**src/rtl/stream_mux_arb_if.sv**
```systemverilog
// Stream multiplexer bus bundle: NCH valid/ready input channels in, one
// registered valid/ready output stream out, plus the select and lock controls.
interface stream_mux_arb_if #(
    parameter int WIDTH = 32,
    parameter int NCH   = 4,
    parameter int SELW  = 2
);
    logic [SELW-1:0]      sel;
    logic                 lock;
    logic [NCH*WIDTH-1:0] in_data;
    logic [NCH-1:0]       in_valid;
    logic [NCH-1:0]       in_ready;
    logic [WIDTH-1:0]     out_data;
    logic                 out_valid;
    logic                 out_ready;
    logic [SELW-1:0]      out_ch;

    // Multiplexer side of the bundle.
    modport slave (
        input  sel, lock, in_data, in_valid, out_ready,
        output in_ready, out_data, out_valid, out_ch
    );

    // Sources and downstream sink side of the bundle.
    modport master (
        output sel, lock, in_data, in_valid, out_ready,
        input  in_ready, out_data, out_valid, out_ch
    );
endinterface

```
**src/rtl/stream_mux_arb.sv**
```systemverilog
// N-channel registered stream multiplexer with external-select, round-robin
// and fixed-priority arbitration. One output register stage; a word accepted
// on an input is presented on the output the following cycle.
module stream_mux_arb #(
    parameter int WIDTH = 32,
    parameter int NCH   = 4,
    parameter int SELW  = 2,
    parameter int MODE  = 1
) (
    input  logic              clk,
    input  logic              rst,
    stream_mux_arb_if.slave   bus
);

    logic [WIDTH-1:0] r_out_data;
    logic             r_out_valid;
    logic [SELW-1:0]  r_out_ch;
    logic [SELW-1:0]  r_rr_ptr;
    logic [SELW-1:0]  r_last_ch;

    logic [NCH-1:0]   w_gnt;
    logic [SELW-1:0]  w_gidx;
    logic [WIDTH-1:0] w_data;
    logic             w_can_load;
    logic             w_xfer;
    int               w_best;
    int               w_dist;
    logic             w_take;

    // Next round-robin start point; wraps explicitly so a non power-of-two
    // channel count never leaves the pointer on a missing channel.
    function automatic logic [SELW-1:0] ptr_inc(input logic [SELW-1:0] idx);
        logic [SELW-1:0] nxt;
        if (idx >= SELW'(NCH - 1)) begin
            nxt = {SELW{1'b0}};
        end else begin
            nxt = idx + SELW'(1);
        end
        return nxt;
    endfunction

    // Grant selection: lock pins the last channel, mode 0 follows sel, modes
    // 1/2 pick the valid channel with the smallest search distance (rotated
    // from the pointer for round-robin, plain index for fixed priority).
    always_comb begin
        w_gnt  = {NCH{1'b0}};
        w_gidx = {SELW{1'b0}};
        w_best = NCH;
        w_dist = 0;
        w_take = 1'b0;
        if ((MODE != 0) && bus.lock) begin
            w_gidx = r_last_ch;
            for (int i = 0; i < NCH; i++) begin
                w_gnt[i] = (r_last_ch == SELW'(i));
            end
        end else if (MODE == 0) begin
            w_gidx = bus.sel;
            for (int i = 0; i < NCH; i++) begin
                w_gnt[i] = (bus.sel == SELW'(i));
            end
        end else begin
            for (int i = 0; i < NCH; i++) begin
                if (MODE == 1) begin
                    w_dist = (i >= int'(r_rr_ptr)) ? (i - int'(r_rr_ptr))
                                                   : (i - int'(r_rr_ptr) + NCH);
                end else begin
                    w_dist = i;
                end
                w_take = bus.in_valid[i] && (w_dist < w_best);
                w_best = w_take ? w_dist : w_best;
                w_gidx = w_take ? SELW'(i) : w_gidx;
            end
            for (int i = 0; i < NCH; i++) begin
                w_gnt[i] = (w_best < NCH) && (w_gidx == SELW'(i));
            end
        end
    end

    // Data path mux for the granted channel.
    always_comb begin
        w_data = {WIDTH{1'b0}};
        for (int i = 0; i < NCH; i++) begin
            w_data = (w_gidx == SELW'(i)) ? bus.in_data[i*WIDTH +: WIDTH] : w_data;
        end
    end

    assign w_can_load   = ~r_out_valid | bus.out_ready;
    assign w_xfer       = (|(w_gnt & bus.in_valid)) & w_can_load & ~rst;
    assign bus.in_ready = (w_can_load & ~rst) ? w_gnt : {NCH{1'b0}};

    // Output register stage plus arbitration history (pointer, last channel).
    always_ff @(posedge clk) begin
        if (rst) begin
            r_out_data  <= {WIDTH{1'b0}};
            r_out_valid <= 1'b0;
            r_out_ch    <= {SELW{1'b0}};
            r_rr_ptr    <= {SELW{1'b0}};
            r_last_ch   <= {SELW{1'b0}};
        end else if (w_xfer) begin
            r_out_data  <= w_data;
            r_out_ch    <= w_gidx;
            r_out_valid <= 1'b1;
            r_last_ch   <= w_gidx;
            if (MODE == 1) begin
                r_rr_ptr <= ptr_inc(w_gidx);
            end
        end else if (r_out_valid && bus.out_ready) begin
            r_out_valid <= 1'b0;
        end
    end

    assign bus.out_data  = r_out_data;
    assign bus.out_valid = r_out_valid;
    assign bus.out_ch    = r_out_ch;

endmodule

```
**src/flat_wrapper.sv**
```systemverilog
// flat-port wrapper written by rule: the top's interface ports become plain ports
module stream_mux_arb_flat 
#(
    parameter int WIDTH = 32,
    parameter int NCH   = 4,
    parameter int SELW  = 2,
    parameter int MODE  = 1
)
  (clk, rst, bus_sel, bus_lock, bus_in_data, bus_in_valid, bus_out_ready, bus_in_ready, bus_out_data, bus_out_valid, bus_out_ch);
  stream_mux_arb_if #(.WIDTH(WIDTH), .NCH(NCH), .SELW(SELW)) bus_i ();
  input  logic clk;
  input  logic rst;
  input wire logic [$bits(bus_i.sel)-1:0] bus_sel;
  input wire logic [$bits(bus_i.lock)-1:0] bus_lock;
  input wire logic [$bits(bus_i.in_data)-1:0] bus_in_data;
  input wire logic [$bits(bus_i.in_valid)-1:0] bus_in_valid;
  input wire logic [$bits(bus_i.out_ready)-1:0] bus_out_ready;
  output wire logic [$bits(bus_i.in_ready)-1:0] bus_in_ready;
  output wire logic [$bits(bus_i.out_data)-1:0] bus_out_data;
  output wire logic [$bits(bus_i.out_valid)-1:0] bus_out_valid;
  output wire logic [$bits(bus_i.out_ch)-1:0] bus_out_ch;
  assign bus_i.sel = bus_sel;
  assign bus_i.lock = bus_lock;
  assign bus_i.in_data = bus_in_data;
  assign bus_i.in_valid = bus_in_valid;
  assign bus_i.out_ready = bus_out_ready;
  assign bus_in_ready = bus_i.in_ready;
  assign bus_out_data = bus_i.out_data;
  assign bus_out_valid = bus_i.out_valid;
  assign bus_out_ch = bus_i.out_ch;
  stream_mux_arb #(.WIDTH(WIDTH), .NCH(NCH), .SELW(SELW), .MODE(MODE)) u_core (.clk(clk), .rst(rst), .bus(bus_i));
endmodule
```
**config.mk**
```make
export PLATFORM = sky130hd
export DESIGN_NAME = stream_mux_arb_flat
export DESIGN_NICKNAME = d
export VERILOG_FILES = /design/src/rtl/stream_mux_arb_if.sv /design/src/rtl/stream_mux_arb.sv /design/src/flat_wrapper.sv
export SDC_FILE = /design/constraint.sdc
export NUM_CORES = 1
export LEC_CHECK = 0
export BUFFER_PORTS_ARGS = -buffer_cell sky130_fd_sc_hd__buf_2
export CORE_MARGIN = 8
export CORE_UTILIZATION = 44
export DETAILED_ROUTE_END_ITERATION = 7
export PLACE_DENSITY = 0.82
export RECOVER_POWER = 100
export SYNTH_ARGS = -nofsm -noshare
export SYNTH_HDL_FRONTEND = slang
export SYNTH_SLANG_ARGS = --single-unit
```
**constraint.sdc**
```tcl
create_clock -name clk -period 7.58 [get_ports clk]
set_input_delay 0.758 -clock clk [delete_from_list [all_inputs] [get_ports clk]]
set_output_delay 0.758 -clock clk [all_outputs]
set_load 0.1 [all_outputs]
```
[After elaboration in Yosys (flattened, before gate mapping)]
Cells that the tools add are included.
W data, S select, Z words.
Operators by class
  divide/modulo/power cells: 0
  magnitude comparators: 9
  multipliers: 0
  bitwise operators: 7
  reduce and logical (&&, ||, !) cells: 14
  equality and inequality tests: 9
  mux-type cells: 24
  shift operators: 0
  add/sub/neg operators: 8
Operator list (number)
  $mux W32: 15
  $add A32 B4 Y32 const B: 3
  $lt A32 B32 Y1: 3
  $lt A32 B4 Y1 const B: 2
  $eq A2 B2 Y1 const B: 6
  $logic_and A1 B1 Y1: 9
  $mux W2: 4
  $mux W4: 2
  $eq A2 B1 Y1 const B: 3
  $logic_not A2 Y1: 3
  $sub A1 B2 Y3 const A: 2
  $sub A2 B2 Y3 const A: 2
  $and A4 B4 Y4: 1
  $ge A1 B2 Y1 const A: 2
  $reduce_or A4 Y1: 1
  $and A1 B1 Y1: 3
  $mux W1: 3
  $add A2 B1 Y2 const B: 1
  $ge A2 B2 Y1 const A: 1
  $ge A2 B2 Y1 const B: 1
  $not A1 Y1: 2
  $reduce_bool A2 Y1: 1
  $or A1 B1 Y1: 1
Word-level totals
  memory bits (writable): 0
  register bits after elaboration: 37
  bits in latches: 0
  bits in read-only memories: 0
  word-level logic and storage cells: 75
  memories kept: 0

[Longest topological paths before layout]
Gate-level depths: netlist (run 1).
  depth after elaboration: 24
  mapped depth: 32
  mapped depth without buffers: 30

[Worst setup path before layout (run 1)]
OpenSTA, ideal clock, no wires.
  path type: register to output
  start: register u_core.r_rr_ptr[0]
  end: output bus_in_ready[3]
  data required time: 6.822 ns
  path slack: 1.374 ns
  cell stages (with the launch flop): 20
  buffers on the path: 0
  arrival time: 5.448 ns
  path through: dfxtp_1 > inv_1 > ha_1 > and2_1 > o211ai_1 > nand3_1 > nor2_1 > a31oi_1 > ha_1 > or4b_1 > a221oi_2 > o21ai_2 > nand2_1 > o21ai_0 > ha_1 > and2_1 > a32o_1 > o221a_2 > or3_1 > a21oi_1
Between the ends
  longest elaborated chain between the ends: 20
  elaborated cells between the ends (all ways): 37
  those cells by class: add/sub: 7; order compare: 8; eq/ne: 1; mux: 16; reduce/logical: 5
RTL lines
  from (decl): line stream_mux_arb.sv:18  | logic [SELW-1:0] r_rr_ptr;
  from (signal assigned): line stream_mux_arb.sv:97  | r_rr_ptr <= {SELW{1'b0}};
  from (signal assigned): line stream_mux_arb.sv:105  | r_rr_ptr <= ptr_inc(w_gidx);
  $sub A1 B2 Y3: line stream_mux_arb.sv:64, stream_mux_arb.sv:65
  $add A32 B4 Y32: line stream_mux_arb.sv:65  | : (i - int'(r_rr_ptr) + NCH);
  $mux W32: line stream_mux_arb.sv:64  | w_dist = (i >= int'(r_rr_ptr)) ? (i - int'(r_rr_ptr))
  $mux W32: line stream_mux_arb.sv:51  | if ((MODE != 0) && bus.lock) begin
  $lt A32 B4 Y1: line stream_mux_arb.sv:69  | w_take = bus.in_valid[i] && (w_dist < w_best);
  $logic_and A1 B1 Y1: line stream_mux_arb.sv:69
  $mux W32: line stream_mux_arb.sv:70  | w_best = w_take ? w_dist : w_best;
  $lt A32 B32 Y1: line stream_mux_arb.sv:69
  [4 not listed]
  $mux W32: line stream_mux_arb.sv:70
  $lt A32 B32 Y1: line stream_mux_arb.sv:69
  $logic_and A1 B1 Y1: line stream_mux_arb.sv:69
  $mux W32 or $mux W2 (tied branches): line stream_mux_arb.sv:70, stream_mux_arb.sv:71
  $lt A32 B4 Y1 or $eq A2 B2 Y1 (tied branches): line stream_mux_arb.sv:74  | w_gnt[i] = (w_best < NCH) && (w_gidx == SELW'(i));
  $logic_and A1 B1 Y1 *: line stream_mux_arb.sv:74
  $mux W4 *: line stream_mux_arb.sv:51
  $mux W4 *: line stream_mux_arb.sv:89  | assign bus.in_ready = (w_can_load & ~rst) ? w_gnt : {NCH{1'b0}};
  to (decl): line flat_wrapper.sv:18  | output wire logic [$bits(bus_i.in_ready)-1:0] bus_in_ready;
Every way passes the cells marked *; elsewhere a longest branch is shown, timed or not. The select of a mux whose other input is x is not followed.

[Final worst setup path (run 1)]
Same ends and word-level chain as after synthesis.

==> impl_metrics.yaml, run 1 <==
global_routing:
  grt_pass1_wl_um: 16200
  grt_pass1_vias: 3525
  grtUsageTotal_pct: 20.1
  antenna_found_initial: 0
  gr-total-overflow: 0
  grt_max_degree: 45
die:
  num_rows: 29
  die_h_um: 96.6
  start_util_pct: 45.3
  design.core.area_mm2: 0.00631
  die-area_mm2: 0.00933
  die-width_um: 96.6
  pin_count: 177
clocking:
  root_buffer: "clkbuf_8"
  cts_htree_levels: 2
  cts_resized: 0
  cts_setup_buffers: 0
  cts_buffers: 5
  clkSinkCount: 37
  clkTransAtPathRegs_ns: 0.07
  clock_path_buffers: 2
  clkLatencyLatePin_ns: 0.27
  postCtsHoldBufs: 0
  cts_tree: "built"
synth:
  ys_warn_count: 0
  ys_async_sr_fraction_pct: 0
  synth_mux_area_share_pct: 12.5
  ys_seq_elements: 37
  synthesis.nets: 541
  synth_compound_area_share_pct: 27.7
  synth_xor_area_share_pct: 0
  seq_area_frac_synth_pct: 25.9
  synth_top_family_by_area: "compound AO/OA/AOI/OAI gates"
  synthCells: 390
  netlist_area_mm2: 0.00286
  yosysTopAreaCellShare_pct: 25.9
  ys_types: 48
  synthFlopType: "dfxtp_1"
  synth-simple-area-share_pct: 21.1
  syn_area_per_cell_um2: 7.33
  yosysTopAreaCell: "dfxtp_1"
  synth_fa_ha_area_share_pct: 5.69
  synth_edf_count: 0
  synth_area_leaders: "dfxtp_1 26%, a21oi_1 12%, mux2i_1 11%"
sta:
  fin_tns_setup_ns: 0
  rsz0062_at_grt: "false"
  clock.fmax_mhz: 146
  hold_viol_final: 0
  clock_skew_ns: 0.00468
  min_period_ns: 6.87
  relSlewSlack_pct: 19.4
  post-route-period-util_pct: 90.6
  worst_hold_slack_ns: 0.462
  worstMarginPinSlew_ns: 1.21
  drv_slew: 0
  finalSetupViolations: 0
pwr:
  seqPwrFrac_pct: 19.2
  p_sw_share_pct: 61.9
  powerDensity_mw_per_mm2: 431
  clockPowerShare_pct: 8.4
  finalPower_mw: 1.62
  power_switching_mw: 1.00
  internal-power_mw: 0.617
  combinationalPowerShare_pct: 72.4
  ir_drop_mv: 0.253
  leakage_nw: 1.90
setup_path:
  worstSetupStartpointType: "register"
  critPathLaunch: "u_core.r_rr_ptr[0]"
  endpoint_kind: "output port"
  rr_startpoint: "u_core.r_rr_ptr[0]"
  worst-r2r-cell-count: 28
  r2r_slack_ns: 0.79
  worstPathMaxFanout: 7
  critPathKind: "register to output port"
  reg2reg_to: "u_core.bus.out_data[30]"
  required_ns: 6.82
  arrival_ns: 6.11
outcome:
  outcome: "finished, final reports clean"
route:
  drc_errors: 0
  ant_nets: 0
  drt_first_pass_iters: 5
  via_per_inst: 5.33
  post_drt_wl_per_cell_um: 15.5
  drt-total-wl_um: 9700
  vias: 3338
  drtIter0Drc: 81
worst_hold_path:
  hold_depth: 2
  min_from: "u_core.bus.out_data[12]"
  hold_end: "u_core.bus.out_data[12]"
  min_path_type: "register to register"
place:
  port_buffers: 174
  gp_congestion: 0.907
  dp_hpwl_um: 7720
cells_and_area:
  area_delta_synth_final_pct: 31.2
  antenna_cells: 0
  fin_nets: 700
  post_route_cells_drive_above_1_share_pct: 29.1
job:
  cap_viol_max_count: 0
[stage by stage]
step | cells | instance area, µm² | setup slack (ns) | util, %
after detailed placement | 619 | 3720 | 1.14 | 59.0
final | 626 | 3750 | 0.710 | 59.4
after global placement | 619 | 3720 | 1.32 | 59.0
after CTS | 626 | 3810 | 1.11 | 60.4
after floorplan | 390 | 2860 | 1.37 | -
after global routing | 626 | 3750 | 0.340 | 59.4
[worst max-delay path, stage by stage (launching register included)]
cell,delay (ns)
dfxtp_1,0.47
inv_1,0.13
ha_1,0.36
and2_0,0.18
o211ai_1,0.21
nand3_1,0.22
nor2_1,0.15
a31oi_1,0.07
ha_1,0.20
or4b_1,0.48
a221oi_1,0.39
o21ai_0,0.31
nand2_1,0.11
o21ai_0,0.09
ha_1,0.35
and2_1,0.18
a32o_1,0.26
o221a_2,0.26
or3_1,0.40
a21oi_1,0.16
clkbuf_1,0.88
[cell families (layout without fill, tap and decap cells)]
group,after synthesis,after routing
AOI/OAI and AO/OA,126,126
adders and majority gates,13,13
buffers and inverters,41,200
DFF,37,37
muxes,34,34
and+or+nand+nor,139,139
[flip-flops by register name (all words and copies together), names as in the netlist]
register,cells
u_core.r_rr_ptr,2
u_core.bus.out_ch,2
u_core.bus.out_data,32
u_core.bus.out_valid,1
[layout make-up]
cell class,instances,area [µm²]
Clock buffer,7,86.3
Fill cell,630,2560
Inverter,13,48.8
Multi-Input combinational cell,312,1910
Sequential cell,37,741
Tap cell,77,96.3
Timing Repair Buffer,180,867
[cell usage after synthesis, types with 4 or more instances]
| cell type | n |
|---|---|
| nand2_1 | 44 |
| nor2b_1 | 4 |
| clkbuf_1 | 21 |
| dfxtp_1 | 37 |
| nand2b_1 | 4 |
| a22oi_1 | 31 |
| o21ai_0 | 5 |
| mux2i_1 | 32 |
| buf_1 | 4 |
| nor2_1 | 68 |
| ha_1 | 13 |
| and3_1 | 4 |
| inv_1 | 11 |
| a21oi_1 | 70 |
[placed cells by master, fill, tap and decap left out, drive strengths merged, types with 2 or more instances in the layout]
cell    netlist  routed
o21a          2       2
a31oi         3       3
a21oi        71      71
nand3         3       3
nor2b         4       4
and3          4       4
and2          3       3
buf           7     141
nand2        44      44
inv          12      12
nor2         68      68
o21ai         7       7
a221oi        2       2
dfxtp        37      37
or4b          3       3
clkbuf       21      46
a22oi        31      31
nand2b        4       4
nor3          3       3
mux2i        32      32
ha           13      13
[per-layer routing]
layer	global-route usage [%]	share of wire (%)	up-vias
met5	0	0	-
met4	4.38	0.96	0
met3	7.54	8.8	6
met2	36.4	49	135
met1	21.4	41	1497
li1	-	-	1700
[worst max path at each step]
stage                                          to  slack [ns]  depth (start not counted)
after floorplan                   bus_in_ready[3]        1.37                         19
after global placement    u_core.bus.out_data[30]        1.32                         27
after detailed placement  u_core.bus.out_data[30]        1.14                         28
after CTS                 u_core.bus.out_data[30]        1.11                         28
after global routing      u_core.bus.out_data[28]        0.34                         26
final                             bus_in_ready[3]        0.71                         20
[power by group through the flow]
stage / clock network (mW) / registers [mW] / logic (mW)
4_1_cts: 0.142 / 0.308 / 1.20
5_1_grt: 0.153 / 0.321 / 1.26
2_1_floorplan: 0 / 0.809 / 0.493
6_report: 0.137 / 0.311 / 1.17
3_5_place_dp: 0 / 0.311 / 1.20
3_3_place_gp: 0 / 0.307 / 1.18
(Power assumes the default switching activity.)
==> run 2: changes to the inputs <==
--- a/config.mk
+++ b/config.mk
@@ -9,6 +9,7 @@
 export CORE_MARGIN = 8
 export CORE_UTILIZATION = 44
 export DETAILED_ROUTE_END_ITERATION = 7
+export MAX_ROUTING_LAYER = met4
 export PLACE_DENSITY = 0.82
 export RECOVER_POWER = 100
 export SYNTH_ARGS = -nofsm -noshare
==> impl_metrics.yaml, run 2 (synthesized netlist as in run 1, its figures left out) <==
outcome:
  outcome: "finished, final reports clean"
setup_path:
  required_ns: 6.82
  endpoint_kind: "output port"
  crit_chain: "inv_1 -> ha_1 -> and2_0 -> o211ai_1 -> nand3_1 -> nor2_1 -> a31oi_1 -> ha_1 -> or4b_1 -> a221oi_1 -> o21ai_0 -> nand2_1 -> o21ai_0 -> ha_1 -> and2_1 -> a32o_1 -> o221a_2 -> or3_1 -> a21oi_1 -> clkbuf_1"
  cp_slowest_cell: "clkbuf_1"
  arrival_ns: 6.12
  worstPathMaxFanout: 7
  crit_top_cell: "ha_1"
  worstSetupStartpointType: "register"
  critPathKind: "register to output port"
  critPathMaxStageDelay_ns: 0.88
clocking:
  cts_tree: "built"
  cts_setup_buffers: 0
  postCtsHoldBufs: 0
  clkLatencyLatePin_ns: 0.28
  clkTransAtPathRegs_ns: 0.07
  clkSinkCount: 37
  clock_path_buffers: 2
  cts_htree_levels: 2
  cts_buffers: 5
  root_buffer: "clkbuf_8"
  cts_resized: 0
job:
  cap_viol_max_count: 0
place:
  dp_hpwl_um: 7720
  dp_slack_ns: 1.14
  postPlaceCellArea_mm2: 0.00372
  port_buffers: 174
  gp_congestion: 0.922
  dp.cells: 619
sta:
  hold_viol_final: 0
  min_period_ns: 6.87
  finalSetupViolations: 0
  clock_skew_ns: 0.00505
  rsz0062_at_grt: "false"
  drv_slew: 0
  post-route-period-util_pct: 90.7
  relSlewSlack_pct: 19.3
  clock.fmax_mhz: 145
  fin_tns_setup_ns: 0
  worstMarginPinSlew_ns: 1.22
  setup_slack_ns: 0.706
route:
  vias: 3352
  via_per_inst: 5.35
  drt-total-wl_um: 9750
  post_drt_wl_per_cell_um: 15.6
  ant_nets: 0
  drt_first_pass_iters: 5
  drc_errors: 0
  drtIter0Drc: 92
cells_and_area:
  fin_util_pct: 59.4
  design_area_mm2: 0.00375
  instances_no_fill: 626
  antenna_cells: 0
  largest_reg_flops: 32
  area_delta_synth_final_pct: 31.2
  layout_commonest_cell: "buf_2"
  multi_input_area_mm2: 0.00191
  fillCellCount: 630
  final_cell_mix: "135 x buf_2, 70 x a21oi_1, 68 x nor2_1"
  regArea_um2: 741
  post_route_cells_drive_above_1_share_pct: 29.1
  fin_nets: 700
global_routing:
  grt_pass1_wl_um: 16200
  grt_pass1_vias: 3536
  grt-busiest-layer: "met2"
  antenna_found_initial: 0
  grtUsageTotal_pct: 20.6
  grtUsageMet2_pct: 36.4
  gr-total-overflow: 0
  grt_max_degree: 45
  use_met1_pct: 23.2
  grt.met3_usage_pct: 4.55
die:
  pin_count: 177
  die-area_mm2: 0.00933
  die-width_um: 96.6
  die_h_um: 96.6
  start_util_pct: 45.3
  design.core.area_mm2: 0.00631
  num_rows: 29
pwr:
  powerDensity_mw_per_mm2: 432
  seqPwrFrac_pct: 19.2
  p_sw_share_pct: 61.9
  ir_drop_mv: 0.254
  internal-power_mw: 0.617
  leakage_nw: 1.90
  power_switching_mw: 1.00
  combinationalPowerShare_pct: 72.4
  clockPowerShare_pct: 8.5
worst_hold_path:
  min_path_type: "register to register"
-- run 2: final cells by class --
class,count,area share (%)
multi-input combinational,312,51.0
sequential,37,19.7
clock buffer,7,2.30
timing repair buffer,180,23.1
inverter,13,1.30
tap,77,2.57
-- run 2: path summary, 6_finish.rpt --
kind,start,to,slack [ns],depth (start not counted)
max,u_core.r_rr_ptr[0],bus_in_ready[3],0.71,20
min,u_core.bus.out_data[12],u_core.bus.out_data[12],0.46,2
max reg2reg,u_core.r_rr_ptr[0],u_core.bus.out_data[30],0.76,28
min reg2reg,u_core.bus.out_data[12],u_core.bus.out_data[12],0.46,2
-- run 2: stage by stage --
step	hold slack, ns	power, mW
after floorplan	0.549	1.30
after global placement	0.442	1.48
after detailed placement	0.451	1.51
after CTS	0.462	1.65
after global routing	0.487	1.74
final	0.462	1.62
-- run 2: worst max-delay path: cells and delay by family (launching register included) --
family | cells | cell delay [ns]
adders and majority gates | 3 | 0.91
and+or+nand+nor | 7 | 1.72
buffers and inverters | 2 | 1.01
DFF | 1 | 0.47
AOI/OAI and AO/OA | 8 | 1.75
-- run 2: per-layer routing --
layer	up-vias	wire, µm	share of wire [%]
met5	-	0	0
met1	1517	4330	44
met3	6	535	5.5
li1	1698	-	-
met2	131	4790	49
met4	0	93	0.95
-- run 2: power by group through the flow --
stage	logic (mW)	registers, mW	clock network (mW)
floorplan	0.493	0.809	0
global placement	1.18	0.307	0
detailed placement	1.20	0.311	0
CTS	1.20	0.308	0.142
global route	1.26	0.321	0.153
finish	1.17	0.311	0.137
==> run 3: changes to the inputs <==
--- a/config.mk
+++ b/config.mk
@@ -7,10 +7,10 @@
 export LEC_CHECK = 0
 export BUFFER_PORTS_ARGS = -buffer_cell sky130_fd_sc_hd__buf_2
 export CORE_MARGIN = 8
-export CORE_UTILIZATION = 44
+export CORE_UTILIZATION = 30
 export DETAILED_ROUTE_END_ITERATION = 7
 export MAX_ROUTING_LAYER = met4
-export PLACE_DENSITY = 0.82
+export PLACE_DENSITY = 0.68
 export RECOVER_POWER = 100
 export SYNTH_ARGS = -nofsm -noshare
 export SYNTH_HDL_FRONTEND = slang
==> impl_metrics.yaml, run 3 (synthesized netlist as in run 1, its figures left out) <==
clocking:
  cts_resized: 0
  clock_path_buffers: 2
  cts_tree: "built"
  root_buffer: "clkbuf_8"
  postCtsHoldBufs: 0
  clkTransAtPathRegs_ns: 0.07
  clkSinkCount: 37
  cts_buffers: 5
  cts_setup_buffers: 0
  clkLatencyLatePin_ns: 0.28
  cts_htree_levels: 2
sta:
  clock_skew_ns: 0.00573
  hold_viol_final: 0
  worstMarginPinSlew_ns: 1.29
  relSlewSlack_pct: 13.7
  finalSetupViolations: 0
  min_period_ns: 6.84
  rsz0062_at_grt: "false"
  post-route-period-util_pct: 90.2
  clock.fmax_mhz: 146
  worst_hold_slack_ns: 0.463
  fin_tns_setup_ns: 0
  drv_slew: 0
place:
  port_buffers: 174
  dp.cells: 671
  postPlaceCellArea_mm2: 0.00379
  dp_hpwl_um: 8350
  gp_congestion: 0.880
global_routing:
  antenna_found_initial: 0
  grt_pass1_wl_um: 16900
  grtUsageTotal_pct: 16.3
  grt_max_degree: 39
  grt_pass1_vias: 3535
  gr-total-overflow: 0
pwr:
  ir_drop_mv: 0.276
  powerDensity_mw_per_mm2: 434
  finalPower_mw: 1.67
  leakage_nw: 1.91
route:
  via_per_inst: 4.89
  drc_errors: 0
  vias: 3320
  post_drt_wl_per_cell_um: 15.5
  drt-total-wl_um: 10500
  drt_first_pass_iters: 4
  ant_nets: 0
  drtIter0Drc: 99
cells_and_area:
  layout_commonest_cell: "buf_2"
  post_route_cells_drive_above_1_share_pct: 29.3
  final_cell_mix: "135 x buf_2, 70 x a21oi_1, 68 x nor2_1"
  antenna_cells: 0
  area_delta_synth_final_pct: 34.4
  fin_nets: 700
  instances_no_fill: 679
  design_area_mm2: 0.00384
  largest_reg_flops: 32
die:
  start_util_pct: 30.9
  num_rows: 35
  die-area_mm2: 0.0129
  die-width_um: 114
  pin_count: 177
  die_h_um: 114
  design.core.area_mm2: 0.00924
setup_path:
  path_buf_inv: 2
  arrival_ns: 6.08
  crit_top_cell: "ha_1"
  r2r_slack_ns: 0.79
  worstPathMaxFanout: 7
  critical_path.top_delay_family: "compound AO/OA/AOI/OAI gates"
  required_ns: 6.82
  critPathKind: "register to output port"
  critPathMaxStageDelay_ns: 0.88
  crit_chain: "inv_1 -> ha_1 -> and2_0 -> o211ai_1 -> nand3_1 -> nor2_1 -> a31oi_1 -> ha_1 -> or4b_1 -> a221oi_1 -> o21ai_2 -> o21ai_0 -> ha_1 -> and2_1 -> a32o_1 -> o221a_2 -> or3_1 -> a21oi_1 -> clkbuf_1"
  endpoint_kind: "output port"
  worstSetupStartpointType: "register"
  cp_slowest_cell: "clkbuf_1"
job:
  cap_viol_max_count: 0
outcome:
  outcome: "finished, final reports clean"
worst_hold_path:
  min_path_type: "register to register"
run 3: cell count changes in the layout (fill, tap and decap cells not counted), sizes merged:
cell    change
bufinv      +1
run 3: stage by stage:
stage	setup slack, ns	util [%]
after global routing	0.249	41.6
after CTS	0.966	42.3
final	0.741	41.6
after floorplan	1.37	-
after global placement	1.21	41.0
after detailed placement	1.02	41.0
run 3: path summary, 6_finish.rpt:
kind | startpoint | to | depth (start not counted)
worst max-delay path | u_core.r_rr_ptr[0] | bus_in_ready[3] | 19
worst min-delay path | u_core.bus.out_data[22] | u_core.bus.out_data[22] | 2
worst max register to register | u_core.r_rr_ptr[0] | u_core.bus.out_data[0] | 27
worst min register to register | u_core.bus.out_data[22] | u_core.bus.out_data[22] | 2
run 3: area by class of cell:
cell class / instances / area (µm²)
clock buffer: 7 / 86.3
fill: 1019 / 5400
clock inverter: 1 / 30.0
inverter: 13 / 48.8
sequential: 37 / 741
multi-input combinational: 312 / 1910
tap: 129 / 161
timing repair buffer: 180 / 867
run 3: report_power, final:
part           switching, mW  internal (mW)  total [mW]
registers             0.0430          0.267       0.310
logic                  0.904          0.276        1.18
clock network         0.0705          0.107       0.178
total                   1.02          0.651        1.67
run 3: worst min-delay path, stage by stage, from the launching register on:
cell     delay, ns
dfxtp_1       0.31
nand2_1       0.05
mux2i_1       0.05
run 3: layer usage:
| metal | vias to the layer above | routed length [µm] | global-route usage [%] |
|---|---|---|---|
| li1 | 1697 | - | - |
| met1 | 1489 | 4840 | 19.4 |
| met4 | 0 | 74 | 3.11 |
| met3 | 7 | 624 | 3.80 |
| met5 | - | 0 | - |
| met2 | 127 | 4960 | 27.7 |
